--- config.mk ---
export PLATFORM = sky130hd
export DESIGN_NAME = wallace_six_bit_multiplier
export DESIGN_NICKNAME = d
export VERILOG_FILES = /design/src/rtl/wallace_six_bit_multiplier.sv
export SDC_FILE = /design/constraint.sdc
export NUM_CORES = 1
export LEC_CHECK = 0
export CORE_ASPECT_RATIO = 1.4
export CORE_MARGIN = 3
export CORE_UTILIZATION = 39
export CTS_CLUSTER_SIZE = 20
export DETAILED_ROUTE_END_ITERATION = 7
export PLACE_DENSITY = 0.74
export SYNTH_ARGS = -nofsm -noshare
export SYNTH_HDL_FRONTEND = slang
export SYNTH_SLANG_ARGS = --single-unit
--- constraint.sdc ---
create_clock -name clk -period 0.9 [get_ports clk]
set_input_delay 0.18 -clock clk [delete_from_list [all_inputs] [get_ports clk]]
set_output_delay 0.18 -clock clk [all_outputs]
set_load 0.1 [all_outputs]
--- src/rtl/wallace_six_bit_multiplier.sv ---
// wallace_six_bit_multiplier: exact unsigned 6x6 Wallace-tree multiplier with registered 13-bit product (optional input stage: WALLACE_IN_REG_EN)
module ha (
  input  logic a,
  input  logic b,
  output logic s,
  output logic c
);
  assign s = a ^ b;
  assign c = a & b;
endmodule

module fa (
  input  logic a,
  input  logic b,
  input  logic ci,
  output logic s,
  output logic co
);
  assign s  = a ^ b ^ ci;
  assign co = (a & b) | (ci & (a ^ b));
endmodule

module wallace_six_bit_multiplier (
  input  logic        clk,
  input  logic        rst_n,
  input  logic        in_valid,
  input  logic [5:0]  in1,
  input  logic [5:0]  in2,
  output logic [12:0] out,
  output logic        out_valid
);
  logic [5:0] a, b;
  logic v;
`ifdef WALLACE_IN_REG_EN
  // input stage: the tree sees registered operands, adding one cycle of latency
  always_ff @(posedge clk or negedge rst_n)
    if (!rst_n) begin
      a <= '0;
      b <= '0;
      v <= 1'b0;
    end else begin
      a <= in1;
      b <= in2;
      v <= in_valid;
    end
`else
  assign a = in1;
  assign b = in2;
  assign v = in_valid;
`endif
  // p[i][j] = in1[j] & in2[i], weight 2^(i+j)
  logic [5:0] p [6];
  for (genvar i = 0; i < 6; i++) begin : g_pp
    assign p[i] = a & {6{b[i]}};
  end
  // stage A: column heights 1,2,3,4,5,6,5,4,3,2,1 -> at most 4
  logic sa4, ca4, sa5f, ca5f, sa5h, ca5h, sa6f, ca6f, sa6h, ca6h, sa7, ca7;
  ha u_a4  (.a(p[0][4]), .b(p[1][3]), .s(sa4), .c(ca4));
  fa u_a5f (.a(p[0][5]), .b(p[1][4]), .ci(p[2][3]), .s(sa5f), .co(ca5f));
  ha u_a5h (.a(p[3][2]), .b(p[4][1]), .s(sa5h), .c(ca5h));
  fa u_a6f (.a(p[1][5]), .b(p[2][4]), .ci(p[3][3]), .s(sa6f), .co(ca6f));
  ha u_a6h (.a(p[4][2]), .b(p[5][1]), .s(sa6h), .c(ca6h));
  fa u_a7  (.a(p[2][5]), .b(p[3][4]), .ci(p[4][3]), .s(sa7), .co(ca7));
  // stage B: at most 3 bits per column
  logic sb3, cb3, sb4, cb4, sb5, cb5, sb6, cb6, sb7, cb7, sb8, cb8;
  ha u_b3 (.a(p[0][3]), .b(p[1][2]), .s(sb3), .c(cb3));
  fa u_b4 (.a(sa4), .b(p[2][2]), .ci(p[3][1]), .s(sb4), .co(cb4));
  fa u_b5 (.a(sa5f), .b(sa5h), .ci(p[5][0]), .s(sb5), .co(cb5));
  fa u_b6 (.a(sa6f), .b(sa6h), .ci(ca5f), .s(sb6), .co(cb6));
  fa u_b7 (.a(sa7), .b(p[5][2]), .ci(ca6f), .s(sb7), .co(cb7));
  fa u_b8 (.a(p[3][5]), .b(p[4][4]), .ci(p[5][3]), .s(sb8), .co(cb8));
  // stage C: at most 2 bits per column, nothing spills past column 10
  logic sc2, cc2, sc3, cc3, sc4, cc4, sc5, cc5, sc6, cc6, sc7, cc7, sc8, cc8, sc9, cc9;
  ha u_c2 (.a(p[0][2]), .b(p[1][1]), .s(sc2), .c(cc2));
  fa u_c3 (.a(sb3), .b(p[2][1]), .ci(p[3][0]), .s(sc3), .co(cc3));
  fa u_c4 (.a(sb4), .b(p[4][0]), .ci(cb3), .s(sc4), .co(cc4));
  fa u_c5 (.a(sb5), .b(ca4), .ci(cb4), .s(sc5), .co(cc5));
  fa u_c6 (.a(sb6), .b(ca5h), .ci(cb5), .s(sc6), .co(cc6));
  fa u_c7 (.a(sb7), .b(ca6h), .ci(cb6), .s(sc7), .co(cc7));
  fa u_c8 (.a(sb8), .b(ca7), .ci(cb7), .s(sc8), .co(cc8));
  fa u_c9 (.a(p[4][5]), .b(p[5][4]), .ci(cb8), .s(sc9), .co(cc9));
  // final two rows and ripple adder over columns 0..10; its carry-out is bit 11
  logic [10:0] ra, rb, sum;
  logic [11:0] cy;
  assign ra = {p[5][5], sc9, sc8, sc7, sc6, sc5, sc4, sc3, sc2, p[0][1], p[0][0]};
  assign rb = {cc9, cc8, cc7, cc6, cc5, cc4, cc3, cc2, p[2][0], p[1][0], 1'b0};
  assign cy[0] = 1'b0;
  for (genvar k = 0; k < 11; k++) begin : g_cpa
    fa u_fa (.a(ra[k]), .b(rb[k]), .ci(cy[k]), .s(sum[k]), .co(cy[k+1]));
  end
  // product register: loads only on valid operands, valid flag tracks every cycle
  always_ff @(posedge clk or negedge rst_n)
    if (!rst_n) begin
      out       <= '0;
      out_valid <= 1'b0;
    end else begin
      out_valid <= v;
      if (v) out <= {1'b0, cy[11], sum};
    end
endmodule

==> results.md, run 1 <==
* Wirelength, routed at approximately 2800 um
* R2r worst-path depth at 1
* Vias per cell at 4.73
* Post-Place Cell Area at 0.00200 mm^2
* GRT Total Usage at 15.2%
* FMAX at 239 MHz
* Leak Pwr at 0.000990 uW
* Starting DRC count in detailed routing at 18
* Vias in the first global route at 1129
* Final hold vios at 0
* Site row count at 24
* Sequential area share after synthesis at between 20 and 25%
* Final worst setup slack at -3.28 ns
* Pwr Total at 5110 uW
* CP max stage delay at around 0.50 ns
* Vias at 993
* Critical path, cell by cell: buf_12 -> and2_4 -> ha_4 -> fa_1 -> fa_1 -> inv_2 -> fa_2 -> fa_2 -> fa_2 -> inv_2 -> fa_2 -> inv_2 -> fa_2 -> inv_2 -> fa_2 -> fa_1 -> mux2_4
* Die footprint at 0.00415 mm^2
* Drt drc at 0
* Cell area after layout at 0.00212 mm^2
* Syn. warnings at 0
* Worst-path maximum fanout at 4
* Num CTS Buffers at 3
* FF+latch count, synth at 13
* DP Worst Slack at -4.11 ns
* Cell count after synthesis at 125
* Area grow syn2layout at 59.7%
* # IOs at 29
* Buffers added on ports at 27
* Most common cell after layout, fill and taps aside: inv_1
* TritonCTS sink count at 13
* Drt first pass iters at 4
* TritonCTS clock tree: yes
* Max Clock Skew at 0 ns
* ANT nets after route at 0
* Final setup viols at 23
* Fin. max-slew vios at 0
* Die H at 75.1 um
* Worst Path Buf+Inv at 5
* CP startpoint kind: input pin
* CP dominant cell by count: fa_2
* Layout cells sized above 1 at 52.6%
* Post-synthesis instance area at 0.00133 mm^2
* Worst path top cell family by delay: adder cells
* GPL Wtd Cong at 0.778
* Total negative slack at -22.31 ns
* Die width at 55.3 um
* Status: finished, violations left
* Final Hold Slack at between 0.2 and 0.3 ns
* Hold Crit Class: input pin to asynchronous set/reset pin
* Critical path type: input pin to register
* Pwr per Cell Area at 2410 mW/mm^2
* Slowest CP cell: fa_1
* Root Driver: clkbuf_8
* CP Data Arrival Time at 4.30 ns
* CP Capture Type: register
* Fin crit period at 4.18 ns
* Commonest non-fill, non-tap cells in the layout: inv_1, fa_1, buf_12, and2_1, buf_4
* Core area at 0.00318 mm^2
* RR Startpoint: out[1]$_DFFE_PN0P_
* Violated checks: setup timing
* Clk Latency, worst-skew pair at 0.24 ns
* Starting Density at 41.7%
* Largest net degree at the start of global routing at 14
* R2R setup slack at around 0.020 ns
* Post-DP HPWL at between 2000 and 3000 um
* Antenna violations before repair at 0
* Clock-pin slew on the worst setup and hold paths at 0.05 ns
* Unrepaired setup endpoints after global routing: yes
* Max cap viols at 0
* WL/cell at around 13 um
* Final Net Count at 217
* Final Cycle Share at 464%
* First-pass GRT wire length at 4870 um
* CTS Buffer Depth at 2
* Distinct cells, synth at 16
* Diode count at 0
* Syn avg cell area at 10.6 um^2
* Required @ worst endpoint at 1.03 ns
* Syn nets at 170
* CTS HTree Levels at 1
* Reg-to-Reg End: out[1]$_DFFE_PN0P_
* Worst VDD drop at 2440 uV
* Global route overflow at 0
[timing repair]
item,4_1_cts,5_1_grt
hold buffers,0,0
setup endpoints to repair,25,23
resized for setup,61,3
pin swaps,18,2
setup buffers,1,0
[power breakdown]
part           switching (uW)  internal, uW  total, uW
registers                 223           826       1050
logic                    2150          1400       3550
clock network             201           312        513
total                    2580          2540       5110
[cells by family (layout without fill, tap and decap cells)]
family                   after synthesis  after routing  synth area share, %
other                                  1              1                0.282
multiplexers                          10             10                 8.29
AND/OR/NAND/NOR                       37             37                 14.5
buffers and inverters                 32             78                 9.89
adder cells (fa/ha/maj)               30             30                 41.8
AO/OA/AOI/OAI                          2              2                0.753
flip-flops                            13             13                 24.5
[Yosys cell counts]
cell type  count  area, um^2
conb_1         1        3.75
buf_6          1        11.3
dfrtp_1       13         325
ha_1           6        75.1
and2_1        21         131
nand2_1       14        52.6
a21oi_1        1        5.00
fa_1          24         480
nand3_1        1        5.00
mux2_2         4        45.0
inv_1         30         113
o21ai_0        1        5.00
mux2_4         1        15.0
mux2i_1        5        50.1
buf_4          1        7.51
nor2_1         1        3.75
[registers in the layout, summed over array words and instances (netlist names)]
name and cells:
out_valid 1, out 12
[worst max path at each step]
stage | from | endpoint | slack, ns | depth (start not counted)
2_1_floorplan | in2[2] | out[10]$_DFFE_PN0P_ | -3.29 | 16
5_1_grt | in1[3] | out[10]$_DFFE_PN0P_ | -3.40 | 17
3_3_place_gp | in1[3] | out[10]$_DFFE_PN0P_ | -3.99 | 17
3_5_place_dp | in1[3] | out[10]$_DFFE_PN0P_ | -4.11 | 17
4_1_cts | in1[3] | out[10]$_DFFE_PN0P_ | -3.28 | 17
6_report | in1[3] | out[10]$_DFFE_PN0P_ | -3.28 | 17
[final cells by class]
class,count,area [um^2]
clock buffer,4,45.0
fill,257,1060
inverter,30,113
multi-input combinational,80,1010
sequential,13,345
tap,39,48.8
timing repair buffer,44,562
[metrics by stage]
step / utilization (%) / instances
final: 66.7 / 210
after floorplan: - / 125
after global routing: 66.7 / 210
after detailed placement: 63.0 / 205
after CTS: 66.4 / 210
after global placement: 63.0 / 205
[routing by layer]
metal	vias up	global-route usage (%)	wire (um)
met2	31	28.3	1680
met3	10	3.77	122
met4	0	7.57	82
li1	455	-	-
met1	497	16.1	940
met5	-	0	0
Note: power is estimated with default switching activity, not from simulation.
==> run 2, diff against run 1 <==
Settings changed: CORE_UTILIZATION 39 to 40, PLACE_DENSITY 0.74 to 0.76.
==> run 2 against run 1 <==
  * The flow still finishes with violations (setup timing)
  * Highest routed layer unchanged
  * Sequential cell count unchanged
  * Count of clock-buffer cells in the layout decreased by 1
  * Sequential power about the same
  * Sequential share of layout area decreased by 0.26 points
  * Largest cell class unchanged
  * Combinational power increased by 3%
  * Via count increased by 0.40%
  * Largest power group unchanged
==> results.md, run 2 (synthesis results as in run 1) <==
* Status: finished, violations left
* Violated checks: setup timing
* Slowest CP cell: fa_1
* CTS HTree Levels at 1
* Commonest non-fill, non-tap cells in the layout: inv_1, fa_1, buf_12, and2_1, buf_4
* Post-DP HPWL at 2530 um
* Leak Pwr at 0.00103 uW
* Site row count at 24
* Vias at around 1000
* Most common cell after layout, fill and taps aside: inv_1
* Final worst setup slack at -3.23 ns
* Largest net degree at the start of global routing at 14
* Vias per cell at 4.66
* Starting DRC count in detailed routing at 22
* Vias in the first global route at 1127
* Drt drc at 0
* Regs by FF count: out: 12 flops, out_valid: 1 flops
* Die H at roughly 74 um
* GRT Total Usage at 17.4%
* CP Capture Type: register
* Final Hold Slack at 0.267 ns
* Global route overflow at 0
* First-pass GRT wire length at 5040 um
* Num CTS Buffers at 3
* CP Data Arrival Time at between 4 and 5 ns
* Die footprint at approximately 0.0041 mm^2
* Final Cycle Share at 459%
* Total negative slack at -22.01 ns
* TritonCTS clock tree: yes
* Pwr Total at 5220 uW
* Antenna violations before repair at 0
* Fin crit period at around 4.1 ns
* GPL Wtd Cong at about 0.8
* Max cap viols at 0
* Final hold vios at 0
* RR Startpoint: out[1]$_DFFE_PN0P_
* Fin. max-slew vios at 0
* Multi-input gate area in the final layout at 992 um^2
* Final setup viols at 24
* Hold Crit Class: input pin to asynchronous set/reset pin
* FMAX at 242 MHz
* Clock-pin slew on the worst setup and hold paths at 0.06 ns
* # IOs at 29
* Unrepaired setup endpoints after global routing: yes
* Fillers at 240
* Max Clock Skew at 0 ns
* TritonCTS sink count at 13
* Area grow syn2layout at 62.3%
* Wirelength, routed at 2960 um
* Layout cells sized above 1 at 54.3%
* Starting Density at between 40% and 50%
* Worst VDD drop at 2340 uV
* WL/cell at ~14 um
* Pwr per Cell Area at 2420 mW/mm^2
* Root Driver: clkbuf_8
* Worst-path maximum fanout at 4
* CTS Buffer Depth at 2
* Drt first pass iters at 4
* Most flop-heavy register: out
* Die width at 54.7 um
* Buffers added on ports at 27
* ANT nets after route at 0
* Core area at 0.00315 mm^2
* CP dominant cell by count: fa_2
* Critical path type: input pin to register
* Max reg flops at 12
* Register area at between 300 and 400 um^2
* Diode count at 0
* Required @ worst endpoint at 1.03 ns
* CP startpoint kind: input pin
* Post-Place Cell Area at about 0.002 mm^2
* Critical path, cell by cell: buf_8 -> and2_4 -> ha_4 -> fa_1 -> fa_1 -> inv_1 -> fa_2 -> fa_2 -> fa_2 -> inv_2 -> fa_2 -> inv_2 -> fa_2 -> inv_2 -> fa_2 -> fa_1 -> mux2_2
* Crit path launch: in1[3]
* CP max stage delay at 0.50 ns
* Clk Latency, worst-skew pair at 0.25 ns
* Cell area after layout at 0.00216 mm^2
* Core Util, Final at 68.4%
* Final Net Count at 221
[run 2: layout make-up]
type | count | share of cell area [%]
multi-input combinational | 80 | 46.0
inverter | 30 | 5.22
timing repair buffer | 48 | 28.4
tap | 39 | 2.26
clock inverter | 1 | 0.232
clock buffer | 3 | 1.91
sequential | 13 | 16.0
[run 2: critical path: cells and delay by family]
| kind | cells | cell delay (ns) |
|---|---|---|
| buf+inv | 5 | 0.33 |
| fa+ha+maj | 10 | 3.34 |
| mux | 1 | 0.27 |
| simple gates | 1 | 0.16 |
[run 2: repair_timing]
action	4_1_cts	5_1_grt
setup buffers	2	6
setup endpoints to repair	25	25
hold buffers	0	0
gates resized for setup	61	12
pin swaps	11	8
[run 2: final timing paths]
path | endpoint | slack [ns] | cells after the start
max | out[10]$_DFFE_PN0P_ | -3.23 | 17
min | out[2]$_DFFE_PN0P_ | 0.27 | 2
max reg2reg | out[1]$_DFFE_PN0P_ | -0.08 | 2
min reg2reg | out[11]$_DFFE_PN0P_ | 0.56 | 1
max in group asynchronous | out[1]$_DFFE_PN0P_ | 0.51 | 2
min in group clk | out_valid$_DFF_PN0_ | 0.35 | 3
[run 2: report_power, final]
| group | total [uW] | internal [uW] | switching (uW) |
|---|---|---|---|
| Combinational | 3650 | 1460 | 2190 |
| Clock | 530 | 306 | 224 |
| Sequential | 1040 | 825 | 214 |
| Total | 5220 | 2590 | 2630 |
[run 2: metrics by stage]
step,setup slack [ns],std cells
after detailed placement,-4.13,202
after CTS,-3.24,208
after global placement,-4.00,202
after global routing,-3.34,214
final,-3.23,214
after floorplan,-3.29,125
[run 2: layer usage]
| layer | part of all wire [%] | track usage, % | routed length, um | vias to the layer above |
|---|---|---|---|---|
| li1 | - | - | - | 463 |
| met1 | 34 | 19.4 | 999 | 511 |
| met2 | 61 | 32.5 | 1820 | 19 |
| met3 | 3.8 | 3.01 | 112 | 4 |
| met4 | 1.1 | 4.99 | 34 | 0 |
| met5 | 0 | 0 | 0 | - |
==> run 3, diff against run 2 <==
Settings changed: SLEW_MARGIN from default to 30.
==> results of run 3 <==
Same layout as run 2: the final DEF is identical, and so are final timing and power.
